`config.mk`:
```
export PLATFORM = sky130hd
export DESIGN_NAME = fetch_stage_flat
export DESIGN_NICKNAME = d
export VERILOG_FILES = /design/src/rtl/mips_pkg.sv /design/src/rtl/fetch_stage_if.sv /design/src/rtl/fetch_stage_if_id_reg.sv /design/src/rtl/fetch_stage.sv /design/src/flat_wrapper.sv
export SDC_FILE = /design/constraint.sdc
export NUM_CORES = 1
export LEC_CHECK = 0
export BUFFER_PORTS_ARGS = -buffer_cell sky130_fd_sc_hd__buf_2
export CAP_MARGIN = 40
export CORE_MARGIN = 2
export CORE_UTILIZATION = 42
export CTS_BUF_LIST = sky130_fd_sc_hd__clkbuf_4 sky130_fd_sc_hd__clkbuf_8
export CTS_CLUSTER_SIZE = 28
export DETAILED_ROUTE_END_ITERATION = 10
export HOLD_SLACK_MARGIN = 0.02
export PLACE_DENSITY = 0.78
export SETUP_SLACK_MARGIN = 0.05
export SLEW_MARGIN = 40
export SYNTH_ARGS = -nofsm -noshare
export SYNTH_HDL_FRONTEND = slang
export SYNTH_SLANG_ARGS = --single-unit
```
`constraint.sdc`:
```
create_clock -name clk -period 2.75 [get_ports clk]
set_input_delay 0.4125 -clock clk [delete_from_list [all_inputs] [get_ports clk]]
set_output_delay 0.4125 -clock clk [all_outputs]
set_load 0.01 [all_outputs]
```
`src/rtl/mips_pkg.sv`:
```
// Shared MIPS pipeline definitions: fixed instruction encodings and the fetch FSM state type.
package mips_pkg;
    localparam logic [31:0] NOP_INSTR   = 32'h0000_0000;
    localparam logic [31:0] HALT_OPCODE = 32'hFFFF_FFFF;

    typedef enum logic {
        RUN  = 1'b0,
        HALT = 1'b1
    } fetch_state_t;
endpackage

```
`src/rtl/fetch_stage_if.sv`:
```
// Fetch-stage bus: PC register, instruction memory, hazard/redirect inputs and IF/ID outputs.
// FETCH_STEP_EN adds the debug single-step controls.
interface fetch_stage_if #(
    parameter int IMEM_AW = 10,
    parameter int CNT_W   = 32
);
    logic [31:0]        pc_q;
    logic [31:0]        pc_d;
    logic               pc_en;
    logic [IMEM_AW-1:0] imem_addr;
    logic [31:0]        imem_rdata;
    logic               stall;
    logic               flush;
    logic               branch_taken;
    logic [31:0]        branch_target;
    logic               jump;
    logic [31:0]        jump_target;
    logic [31:0]        if_id_instr;
    logic [31:0]        if_id_pc4;
    logic               if_id_valid;
    logic               halted;
    logic [CNT_W-1:0]   fetch_count;
`ifdef FETCH_STEP_EN
    logic               step_mode;
    logic               step;
`endif

    // master = the fetch stage, slave = the surrounding pipeline
    modport master (
        input  pc_q, imem_rdata, stall, flush, branch_taken, branch_target, jump, jump_target,
`ifdef FETCH_STEP_EN
        input  step_mode, step,
`endif
        output pc_d, pc_en, imem_addr, if_id_instr, if_id_pc4, if_id_valid, halted, fetch_count
    );

    modport slave (
        output pc_q, imem_rdata, stall, flush, branch_taken, branch_target, jump, jump_target,
`ifdef FETCH_STEP_EN
        output step_mode, step,
`endif
        input  pc_d, pc_en, imem_addr, if_id_instr, if_id_pc4, if_id_valid, halted, fetch_count
    );
endinterface

```
`src/rtl/fetch_stage_if_id_reg.sv`:
```
// IF/ID pipeline register: squash beats hold beats bubble beats load.
module if_id_reg #(
    parameter logic [31:0] NOP = 32'h0000_0000
) (
    input  logic        clk,
    input  logic        reset,
    input  logic        squash_i,
    input  logic        hold_i,
    input  logic        bubble_i,
    input  logic [31:0] instr_i,
    input  logic [31:0] pc4_i,
    output logic [31:0] instr_o,
    output logic [31:0] pc4_o,
    output logic        valid_o
);
    logic [31:0] instr_q, pc4_q;
    logic        valid_q;

    always_ff @(posedge clk or posedge reset) begin
        if (reset) begin
            instr_q <= NOP;
            pc4_q   <= 32'd0;
            valid_q <= 1'b0;
        end else if (squash_i) begin
            instr_q <= NOP;
            pc4_q   <= 32'd0;
            valid_q <= 1'b0;
        end else if (hold_i) begin
            instr_q <= instr_q;
        end else if (bubble_i) begin
            // pc4 is left as-is: it is meaningless while valid is low
            instr_q <= NOP;
            valid_q <= 1'b0;
        end else begin
            instr_q <= instr_i;
            pc4_q   <= pc4_i;
            valid_q <= 1'b1;
        end
    end

    assign instr_o = instr_q;
    assign pc4_o   = pc4_q;
    assign valid_o = valid_q;
endmodule

```
`src/rtl/fetch_stage.sv`:
```
// MIPS instruction fetch: next-PC, IF/ID capture, HALT detection and fetch counter.
// FETCH_STEP_EN enables debug single-step gating of fetch.
module fetch_stage #(
    parameter int          IMEM_AW     = 10,
    parameter logic [31:0] HALT_OPCODE = 32'hFFFF_FFFF,
    parameter logic [31:0] NOP_INSTR   = 32'h0000_0000,
    parameter int          CNT_W       = 32
) (
    input logic               clk,
    input logic               reset,
    fetch_stage_if.master     fb
);
    import mips_pkg::*;

    fetch_state_t     state_q, state_d;
    logic [CNT_W-1:0] count_q, count_d;
    logic [31:0]      pc4;
    logic             redir, is_halt, go;
    logic             squash, hold, bubble, load, pc_en;

    assign redir   = fb.branch_taken | fb.jump;
    assign is_halt = (fb.imem_rdata == HALT_OPCODE);
    assign pc4     = fb.pc_q + 32'd4;

`ifdef FETCH_STEP_EN
    assign go = ~fb.step_mode | fb.step;
`else
    assign go = 1'b1;
`endif

    always_ff @(posedge clk or posedge reset) begin
        if (reset) state_q <= RUN;
        else       state_q <= state_d;
    end

    // Only a right-path load can halt; squashed HALT words never reach here as load
    always_comb begin
        state_d = state_q;
        if (state_q == RUN && load && is_halt) state_d = HALT;
    end

    // A missing step pulse acts exactly like a stall while running
    always_comb begin
        squash = fb.flush | redir;
        hold   = ~squash & (fb.stall | (state_q == RUN & ~go));
        bubble = ~squash & ~hold & (state_q == HALT);
        load   = ~squash & ~hold & (state_q == RUN);
        pc_en  = redir | (state_q == RUN & ~fb.stall & go & ~is_halt);
    end

    assign count_d = count_q + CNT_W'(load);

    always_ff @(posedge clk or posedge reset) begin
        if (reset) count_q <= '0;
        else       count_q <= count_d;
    end

    assign fb.pc_d        = fb.branch_taken ? fb.branch_target :
                            fb.jump         ? fb.jump_target   : pc4;
    assign fb.pc_en       = pc_en;
    assign fb.imem_addr   = fb.pc_q[IMEM_AW+1:2];
    assign fb.halted      = (state_q == HALT);
    assign fb.fetch_count = count_q;

    if_id_reg #(.NOP(NOP_INSTR)) u_if_id (
        .clk      (clk),
        .reset    (reset),
        .squash_i (squash),
        .hold_i   (hold),
        .bubble_i (bubble),
        .instr_i  (fb.imem_rdata),
        .pc4_i    (pc4),
        .instr_o  (fb.if_id_instr),
        .pc4_o    (fb.if_id_pc4),
        .valid_o  (fb.if_id_valid)
    );
endmodule

```
`src/flat_wrapper.sv`:
```
// flat-port wrapper written by rule: the top's interface ports become plain ports
module fetch_stage_flat import mips_pkg::*;
#(
    parameter int          IMEM_AW     = 10,
    parameter logic [31:0] HALT_OPCODE = 32'hFFFF_FFFF,
    parameter logic [31:0] NOP_INSTR   = 32'h0000_0000,
    parameter int          CNT_W       = 32
)
  (clk, reset, fb_pc_q, fb_imem_rdata, fb_stall, fb_flush, fb_branch_taken, fb_branch_target, fb_jump, fb_jump_target, fb_pc_d, fb_pc_en, fb_imem_addr, fb_if_id_instr, fb_if_id_pc4, fb_if_id_valid, fb_halted, fb_fetch_count);
  fetch_stage_if #(.IMEM_AW(IMEM_AW), .CNT_W(CNT_W)) fb_i ();
  input logic clk;
  input logic reset;
  input wire logic [$bits(fb_i.pc_q)-1:0] fb_pc_q;
  input wire logic [$bits(fb_i.imem_rdata)-1:0] fb_imem_rdata;
  input wire logic [$bits(fb_i.stall)-1:0] fb_stall;
  input wire logic [$bits(fb_i.flush)-1:0] fb_flush;
  input wire logic [$bits(fb_i.branch_taken)-1:0] fb_branch_taken;
  input wire logic [$bits(fb_i.branch_target)-1:0] fb_branch_target;
  input wire logic [$bits(fb_i.jump)-1:0] fb_jump;
  input wire logic [$bits(fb_i.jump_target)-1:0] fb_jump_target;
  output wire logic [$bits(fb_i.pc_d)-1:0] fb_pc_d;
  output wire logic [$bits(fb_i.pc_en)-1:0] fb_pc_en;
  output wire logic [$bits(fb_i.imem_addr)-1:0] fb_imem_addr;
  output wire logic [$bits(fb_i.if_id_instr)-1:0] fb_if_id_instr;
  output wire logic [$bits(fb_i.if_id_pc4)-1:0] fb_if_id_pc4;
  output wire logic [$bits(fb_i.if_id_valid)-1:0] fb_if_id_valid;
  output wire logic [$bits(fb_i.halted)-1:0] fb_halted;
  output wire logic [$bits(fb_i.fetch_count)-1:0] fb_fetch_count;
  assign fb_i.pc_q = fb_pc_q;
  assign fb_i.imem_rdata = fb_imem_rdata;
  assign fb_i.stall = fb_stall;
  assign fb_i.flush = fb_flush;
  assign fb_i.branch_taken = fb_branch_taken;
  assign fb_i.branch_target = fb_branch_target;
  assign fb_i.jump = fb_jump;
  assign fb_i.jump_target = fb_jump_target;
  assign fb_pc_d = fb_i.pc_d;
  assign fb_pc_en = fb_i.pc_en;
  assign fb_imem_addr = fb_i.imem_addr;
  assign fb_if_id_instr = fb_i.if_id_instr;
  assign fb_if_id_pc4 = fb_i.if_id_pc4;
  assign fb_if_id_valid = fb_i.if_id_valid;
  assign fb_halted = fb_i.halted;
  assign fb_fetch_count = fb_i.fetch_count;
  fetch_stage #(.IMEM_AW(IMEM_AW), .HALT_OPCODE(HALT_OPCODE), .NOP_INSTR(NOP_INSTR), .CNT_W(CNT_W)) u_core (.clk(clk), .reset(reset), .fb(fb_i));
endmodule
```
* Yosys cells after proc, flatten, opt, wreduce, memory -nomap -nowiden
Cells that the tools add are included.
** Word-level totals
- Word-level logic and storage cells :: 38
- Bits of input ports :: 134
- Register bits :: 98
- Output and inout port bits :: 141
** Operators by class
- Mux-type cells :: 11
- $add $sub $neg :: 2
- Reduce and logical (&&, ||, !) cells :: 3
- Equality and inequality tests :: 3
- Bitwise operators :: 14
** Operator list (number)
- 32-bit 2-to-1 mux :: 8
- 32-bit by 1-bit adder with 32-bit output :: 1
- 32-bit by 3-bit adder with 32-bit output (second input constant) :: 1
- 32-bit equality test (second input constant) :: 1
- 1-bit AND :: 6
- 1-bit inverter :: 5
- 2-bit by 1-bit != test with 1-bit output (second input constant) :: 2
- 1-bit 2-to-1 mux :: 3
- 1-bit bitwise OR :: 3
- 1-bit logical AND :: 2
- 2-bit AND reduction :: 1

* Longest topological paths before layout
Gate-level depths: netlist of run 1.
- Depth in word-level cells :: 10
- Gate-level depth with buffers :: 15
- Gate-level depth less buffers :: 11

* Modules after synthesis
From an unflattened synthesis of run 1, not the netlist that was laid out.
** Second synthesis, totals
- Cells, all modules :: 610
- Area, all modules :: 5790.6 um^2
** Modules (own cells, without submodules)
- fetch_stage :: seq. area each 825.8 um^2, times used 1, area an instance 2895.3 um^2, cells each 343
- if_id_reg :: seq. area each 1626.6 um^2, times used 1, area an instance 2895.3 um^2, cells each 267

* Worst setup path before layout of run 1
No wires, ideal clock.
- Path type :: input to register
- Start point :: input port fb_jump
- End point :: register u_core.count_q[28], in the netlist u_core.fb.fetch_count[28]
- Buffers on the path :: 4
- Stages :: 15
- Required time :: 2624 ps
- Slack :: -326 ps
- Arrival :: 2950 ps
- Setup time :: 126 ps
- Cells stage by stage :: clkbuf_1 or2_2 clkbuf_1 nor2_1 nand2_1 inv_1 buf_2 buf_1 ha_1 ha_1 nand2_1 nor2_1 and4bb_2 nand2_1 xnor2_1
** On the way
- Cells in the longest elaborated chain, start to end :: 8
** Ends and longest elaborated chain
- start, declared :: line flat_wrapper.sv:19 : input wire logic [$bits(fb_i.jump)-1:0] fb_jump;
- 1-bit bitwise OR * :: line fetch_stage.sv:21 : assign redir = fb.branch_taken | fb.jump;
- 1-bit bitwise OR * :: line fetch_stage.sv:44 : squash = fb.flush | redir;
- 1-bit inverter * :: line fetch_stage.sv:45, fetch_stage.sv:47
- 1-bit AND :: line fetch_stage.sv:45 : hold = ~squash & (fb.stall | (state_q == RUN & ~go));
- 1-bit inverter :: line fetch_stage.sv:47 : load = ~squash & ~hold & (state_q == RUN);
- 1-bit AND * (2 in a row) :: line fetch_stage.sv:47
- 32-bit by 1-bit adder with 32-bit output * :: line fetch_stage.sv:51 : assign count_d = count_q + CNT_W'(load);
- via u_core.count_d[28] :: line fetch_stage.sv:16 : logic [CNT_W-1:0] count_q, count_d;
- end signal, assigned :: line fetch_stage.sv:55 : else count_q <= count_d;
- end, declared :: line fetch_stage.sv:16
The timed path passes the listed nets; every way through them passes the cells marked *.
A chain may end at the register's enable or synchronous reset.

* Worst setup path after layout of run 1
- Start point :: input port fb_pc_q[2]
- End point :: output port fb_pc_d[23]
** On the way
- Cells in the longest elaborated chain, start to end :: 3
** Ends and longest elaborated chain
- start, declared :: line flat_wrapper.sv:13 : input wire logic [$bits(fb_i.pc_q)-1:0] fb_pc_q;
- 32-bit by 3-bit adder with 32-bit output :: line fetch_stage.sv:23 : assign pc4 = fb.pc_q + 32'd4;
- 32-bit 2-to-1 mux :: line fetch_stage.sv:59 : fb.jump ? fb.jump_target : pc4;
- 32-bit 2-to-1 mux :: line fetch_stage.sv:58 : assign fb.pc_d = fb.branch_taken ? fb.branch_target :
- end, declared :: line flat_wrapper.sv:21 : output wire logic [$bits(fb_i.pc_d)-1:0] fb_pc_d;
Every way passes these cells.

==> flow_metrics.tcl, run 1 <==
set metrics [dict create \
    synthXorXnorAreaFrac 0.0909 \
    finalNonFillerCells 968 \
    die_w_um 115 \
    cts_inserted_buffers 9 \
    worst_setup_path_end_kind "output pin" \
    final_common_cell "buf_2" \
    drc_errors 0 \
    wl_per_cell_um 16.5 \
    grt_antenna_before_repair 0 \
    rsz0062_at_grt "yes" \
    coreArea_um2 12100 \
    dr.pass1.iters 4 \
    r2r-start "u_core.fb.halted" \
    final.setup_skew_ps 14.0 \
    antenna_cells 0 \
    min_period_ps 2600 \
    clkTransAtPathRegs_ps 100 \
    drv_slew 0 \
    cp_max_fo 14 \
    rr_endpoint "u_core.fb.fetch_count[28]" \
    ys_ff_latch 98 \
    synthCells 531 \
    design.die.area_um2 13300 \
    timing.final.ws_setup_ps 152 \
    fp.dieH_um 115 \
    status "complete, no violations" \
    final_nets 934 \
    hold_path.class "primary input to async pin" \
    async_flop_share 1.00 \
    syn_nets 669 \
    crit_top_cell "buf_2" \
    rrSetupSlack_ps 630 \
    cts_sinks 98 \
    pin_count 275 \
    synth_cell_types 47 \
    grt_pass1_vias 5004 \
    syn_area_um2 5200 \
    grt_pass1_wl_um 25100 \
    io_buffers 274 \
    insertion_delay_ps 370 \
    num-fill-cells 1102 \
    vdd_drop_max_v 0.000168 \
    grt_max_degree 99 \
    gp_congestion 0.934 \
    synth-adder-area-share 0.00962 \
    drive_above_1_share 0.411 \
    final_cell_mix "274 x buf_2, 98 x dfrtp_1, 64 x nand2_1" \
    synth.avg_cell_area_um2 9.80 \
    yosys_most_used_dff "dfrtp_1" \
    yosysSeqAreaShare 0.471 \
    cp-endpoint "fb_pc_d[23]" \
    initial_utilization 0.431 \
    routed_wl_um 16000 \
    yosysWarnings 0 \
    power.leakage_uw 0.00362 \
    timing.final.hold_violations 0 \
    syn_to_final_growth_pct 34.0 \
    setup_viol_count_final 0 \
    max_freq_mhz 385 \
    synth_edf_count 0 \
    synthMuxAreaShare 0.0233 \
    slowest_stage "or4b_4" \
    ant_nets 0 \
    yosys.area_share.simple 0.202 \
    drv_cap 0 \
    vias 5148 \
    row_count 40 \
    h-tree-depth 3 \
    cts_tree "built" \
    drt_iter0_markers 375 \
    startpoint "fb_pc_q[2]" \
    critPathArrivalTime_ps 2190 \
    place_inst 953 \
    grt_usage 0.240 \
    postCtsSetupBuffers 0 \
    setup_tns_ps 0 \
    holdWs_ps 178 \
    finalCritPeriodShare 0.945 \
    synth-compound-area-share 0.161 \
    r2r_cells 10 \
    grt_overflow_total 0 \
    startpoint_type "primary input" \
    dp_slack_ps 80.3 \
    required_ps 2340 \
    power.density_nw_per_um2 429 \
    slowest_delay_ps 470 \
    crit_type "primary input to output pin" \
    dpl_cell_area_um2 6770 \
    clk_path_buf_depth 2 \
    tightest_slew_ps 535 \
    synth_top_family_by_area "simple AND/OR/NAND/NOR gates" \
    root_buffer "clkbuf_8" \
    slew-limit-headroom 0.643 \
    design_area_um2 6970 \
    cp_cell_sequence "buf_2 -> and3_1 -> or4b_4 -> buf_6 -> o31a_1 -> o31ai_1 -> o21ai_0 -> buf_2" \
    detail_route.vias_per_cell 5.32 \
    hpwl_um 12200 \
]
==> metal layers <==
layer  vias up  track usage  routed length [um]
li1       2459            -                   -
met3        26       0.0411                1030
met5         -            0                   0
met2       221        0.424                7910
met1      2442        0.293                6660
met4         0       0.0916                 420
==> critical path: cells and delay by family <==
family                 cells  cell delay, ps
AND/OR/NAND/NOR            2             650
buffers and inverters      3             490
AO/OA/AOI/OAI              3             640
==> through the flow <==
step	util	total power (uW)
after global routing	0.578	3140
after global placement	0.561	2070
after detailed placement	0.561	2080
final	0.578	2990
after CTS	0.577	3010
after floorplan	-	1790
==> state kept, by name, indices dropped and copies added (netlist names) <==
name and count:
u_core.fb.fetch_count 32, u_core.fb.halted 1, u_core.u_if_id.instr_o 32, u_core.u_if_id.pc4_o 32
u_core.u_if_id.valid_o 1
==> kinds of logic after synthesis <==
logic type / after synthesis
AO/OA/AOI/OAI: 121
adder cells (fa/ha/maj): 4
flip-flops: 98
AND/OR/NAND/NOR: 197
buffers and inverters: 45
multiplexers: 12
XOR/XNOR: 54
==> Yosys cell counts (all sizes together) (2+ instances only) <==
library cell,number,share of area
xor2,21,0.035
nor2b,3,0.0036
a22oi,6,0.0087
a21oi,13,0.013
nand3,30,0.030
nor3,10,0.011
nor4,13,0.023
nand2,64,0.046
and3,5,0.0060
nand2b,6,0.0072
o22ai,8,0.0096
and4,4,0.0067
o31ai,4,0.0058
nor2,22,0.016
o21a,3,0.0043
or4b,2,0.0038
clkbuf,23,0.017
dfrtp,98,0.47
nor3b,3,0.0043
mux2i,11,0.021
o21ai,36,0.035
xnor2,33,0.056
inv,7,0.0051
buf,15,0.020
nand4,26,0.031
nand3b,2,0.0029
a22o,46,0.077
ha,4,0.0096
or2,4,0.0048
==> power by group <==
part	leakage [uW]	internal [uW]	switching, uW
clock	0.0000877	417	524
sequential	0.00136	1480	40.2
combinational	0.00218	224	301
==> layout make-up <==
cell class	instances	area, um^2	share of cell area
Sequential cell	98	2450	0.352
Tap cell	168	210	0.0302
Clock inverter	6	66.3	0.00951
Multi-Input combinational cell	388	2570	0.368
Timing Repair Buffer	292	1520	0.218
Inverter	7	30.0	0.00431
Clock buffer	9	124	0.0178
==> timing repair <==
item | in CTS | in global routing
resized for setup | 0 | 4
endpoints found under the setup margin | 0 | 5
hold buffers | 0 | 0
==> worst min-delay path by stage <==
stage / endpoint / cells past startpoint / slack, ps
global placement: u_core.u_if_id.pc4_o[24] / 2 / 460
CTS: u_core.u_if_id.instr_o[23] / 3 / 200
finish: u_core.u_if_id.instr_o[14] / 3 / 180
global route: u_core.u_if_id.instr_o[5] / 3 / 210
floorplan: u_core.fb.fetch_count[31] / 1 / 500
detailed placement: u_core.u_if_id.valid_o / 2 / 460
(Power assumes the default switching activity.)
==> inputs of run 2 (changes only) <==
--- a/config.mk
+++ b/config.mk
@@ -7,13 +7,15 @@
 export LEC_CHECK = 0
 export BUFFER_PORTS_ARGS = -buffer_cell sky130_fd_sc_hd__buf_2
 export CAP_MARGIN = 40
+export CELL_PAD_IN_SITES_DETAIL_PLACEMENT = 1
+export CELL_PAD_IN_SITES_GLOBAL_PLACEMENT = 1
 export CORE_MARGIN = 2
-export CORE_UTILIZATION = 42
+export CORE_UTILIZATION = 30
 export CTS_BUF_LIST = sky130_fd_sc_hd__clkbuf_4 sky130_fd_sc_hd__clkbuf_8
 export CTS_CLUSTER_SIZE = 28
 export DETAILED_ROUTE_END_ITERATION = 10
 export HOLD_SLACK_MARGIN = 0.02
-export PLACE_DENSITY = 0.78
+export PLACE_DENSITY_LB_ADDON = 0.1
 export SETUP_SLACK_MARGIN = 0.05
 export SLEW_MARGIN = 40
 export SYNTH_ARGS = -nofsm -noshare
==> run 2 against run 1 <==
Utilization shrank 16 points. Largest cell class unchanged. Via count grew 2.4%. Critical path depth unchanged. Combinational power rose by 4.4%. Die area is 38% higher. Non-clock buffer count rose by 9. Final area up 2.2%. Setup slack lost 16 ps. Worst hold slack worse by 58 ps. Largest power group unchanged.
==> flow_metrics.tcl, run 2 (synthesis gave the netlist of run 1 again) <==
set metrics [dict create \
    power.leakage_uw 0.00369 \
    slowest_delay_ps 560 \
    hpwl_um 15000 \
    detail_route.vias_per_cell 5.09 \
    final_common_cell "buf_2" \
    grt_usage 0.205 \
    grt_use_met3 0.0400 \
    drive_above_1_share 0.417 \
    dp_slack_ps 88.0 \
    p_seq_frac 0.497 \
    finalNonFillerCells 1035 \
    ctsHoldBuffers 0 \
    min_period_ps 2610 \
    place_inst 1019 \
    drt_iter0_markers 161 \
    gp_congestion 0.824 \
    status "complete, no violations" \
    setup_tns_ps 0 \
    coreArea_um2 17100 \
    finalCritPeriodShare 0.951 \
    io_buffers 274 \
    crit_top_cell "buf_2" \
    drv_cap 0 \
    clk_path_buf_depth 2 \
    drv_slew 0 \
    required_ps 2340 \
    timing.final.hold_violations 0 \
    h-tree-depth 3 \
    met2_usage 0.363 \
    crit_type "primary input to output pin" \
    ctsResizeCount 0 \
    routed_wl_um 18900 \
    drc_errors 0 \
    design.die.area_um2 18400 \
    final_cell_mix "274 x buf_2, 98 x dfrtp_1, 64 x nand2_1" \
    cts_inserted_buffers 9 \
    startpoint_type "primary input" \
    use_met1 0.255 \
    p_int_uw 2150 \
    critPathArrivalTime_ps 2200 \
    hold_path.class "primary input to async pin" \
    final_nets 943 \
    pwr-share-clk 0.324 \
    ant_nets 0 \
    vias 5271 \
    setup_viol_count_final 0 \
    wl_per_cell_um 18.3 \
    cp_max_fo 14 \
    pin_count 275 \
    worst_setup_path_end_kind "output pin" \
    grt_antenna_before_repair 0 \
    cts_tree "built" \
    vdd_drop_max_v 0.000209 \
    clkTransAtPathRegs_ps 100 \
    final.setup_skew_ps 11.8 \
    slew-limit-headroom 0.573 \
    p_sw_uw 917 \
    dr.pass1.iters 4 \
    power_frac_comb 0.178 \
    grt_overflow_total 0 \
    insertion_delay_ps 370 \
    power.density_nw_per_um2 431 \
    antenna_cells 0 \
    multiInputGateArea_um2 2560 \
    grt_pass1_vias 5522 \
    postCtsSetupBuffers 0 \
    row_count 48 \
    switching_share 0.298 \
    num-fill-cells 2051 \
    die_w_um 136 \
    syn_to_final_growth_pct 36.9 \
    register_area_um2 2450 \
    cts_sinks 98 \
    grt_pass1_wl_um 29500 \
    tightest_slew_ps 636 \
    cp_cell_sequence "buf_2 -> nand3_1 -> or4b_4 -> buf_6 -> o31a_1 -> o31ai_1 -> o21ai_0 -> buf_2" \
    fp.dieH_um 136 \
    max_freq_mhz 383 \
    grt_max_degree 49 \
    slowest_stage "or4b_4" \
    initial_utilization 0.304 \
    root_buffer "clkbuf_8" \
    rsz0062_at_grt "yes" \
    grt-busiest-layer "met2" \
    timing.final.ws_setup_ps 136 \
]
run 2: cell types whose count changed in the layout (fill, tap and decap cells not counted), sizes merged:
cell,before,now
buf,292,301
clkinvlp,4,2
inv,6,9
run 2: path summary, 6_finish.rpt:
path,from,to,slack (ps),cells after the start
min in group clk,fb_imem_rdata[7],u_core.u_if_id.instr_o[7],270,2
worst min register to register,u_core.u_if_id.valid_o,u_core.u_if_id.valid_o,490,2
worst max-delay path,fb_pc_q[12],fb_pc_d[23],140,8
worst max register to register,u_core.fb.fetch_count[9],u_core.fb.fetch_count[29],510,5
max in group asynchronous,reset,u_core.u_if_id.pc4_o[28],1980,3
worst min-delay path,reset,u_core.fb.fetch_count[21],120,2
run 2: layout make-up:
cell class,count,area share
well taps,225,0.0395
multi-input cells,388,0.360
clock inverters,7,0.0118
clock buffers,9,0.0174
repair buffers,301,0.223
flip-flops and latches,98,0.344
inverters,7,0.00421
run 2: per-stage QoR:
step           power, uW  area (um^2)  hold WS (ps)   util
2_1_floorplan       1790         5220           504      -
3_3_place_gp        2090         6900           459  0.403
3_5_place_dp        2110         6900           474  0.403
4_1_cts             3130         7110           115  0.415
5_1_grt             3230         7120           137  0.416
6_report            3070         7120           120  0.416
run 2: per-layer routing:
| metal | up-vias | share of wire |
|---|---|---|
| li1 | 2480 | - |
| met5 | - | 0 |
| met3 | 18 | 0.061 |
| met4 | 0 | 0.014 |
| met2 | 163 | 0.50 |
| met1 | 2610 | 0.42 |
run 2: power by group through the flow:
stage	sequential [uW]	combinational [uW]	clock, uW
after floorplan	1570	226	0
after global placement	1550	544	0
after detailed placement	1560	557	0
after CTS	1530	559	1040
after global routing	1540	606	1090
final	1530	548	996
run 2: critical path: cells and delay by family:
family	cells	cell delay, ps
buffers and inverters	3	460
AND/OR/NAND/NOR	2	660
AO/OA/AOI/OAI	3	660
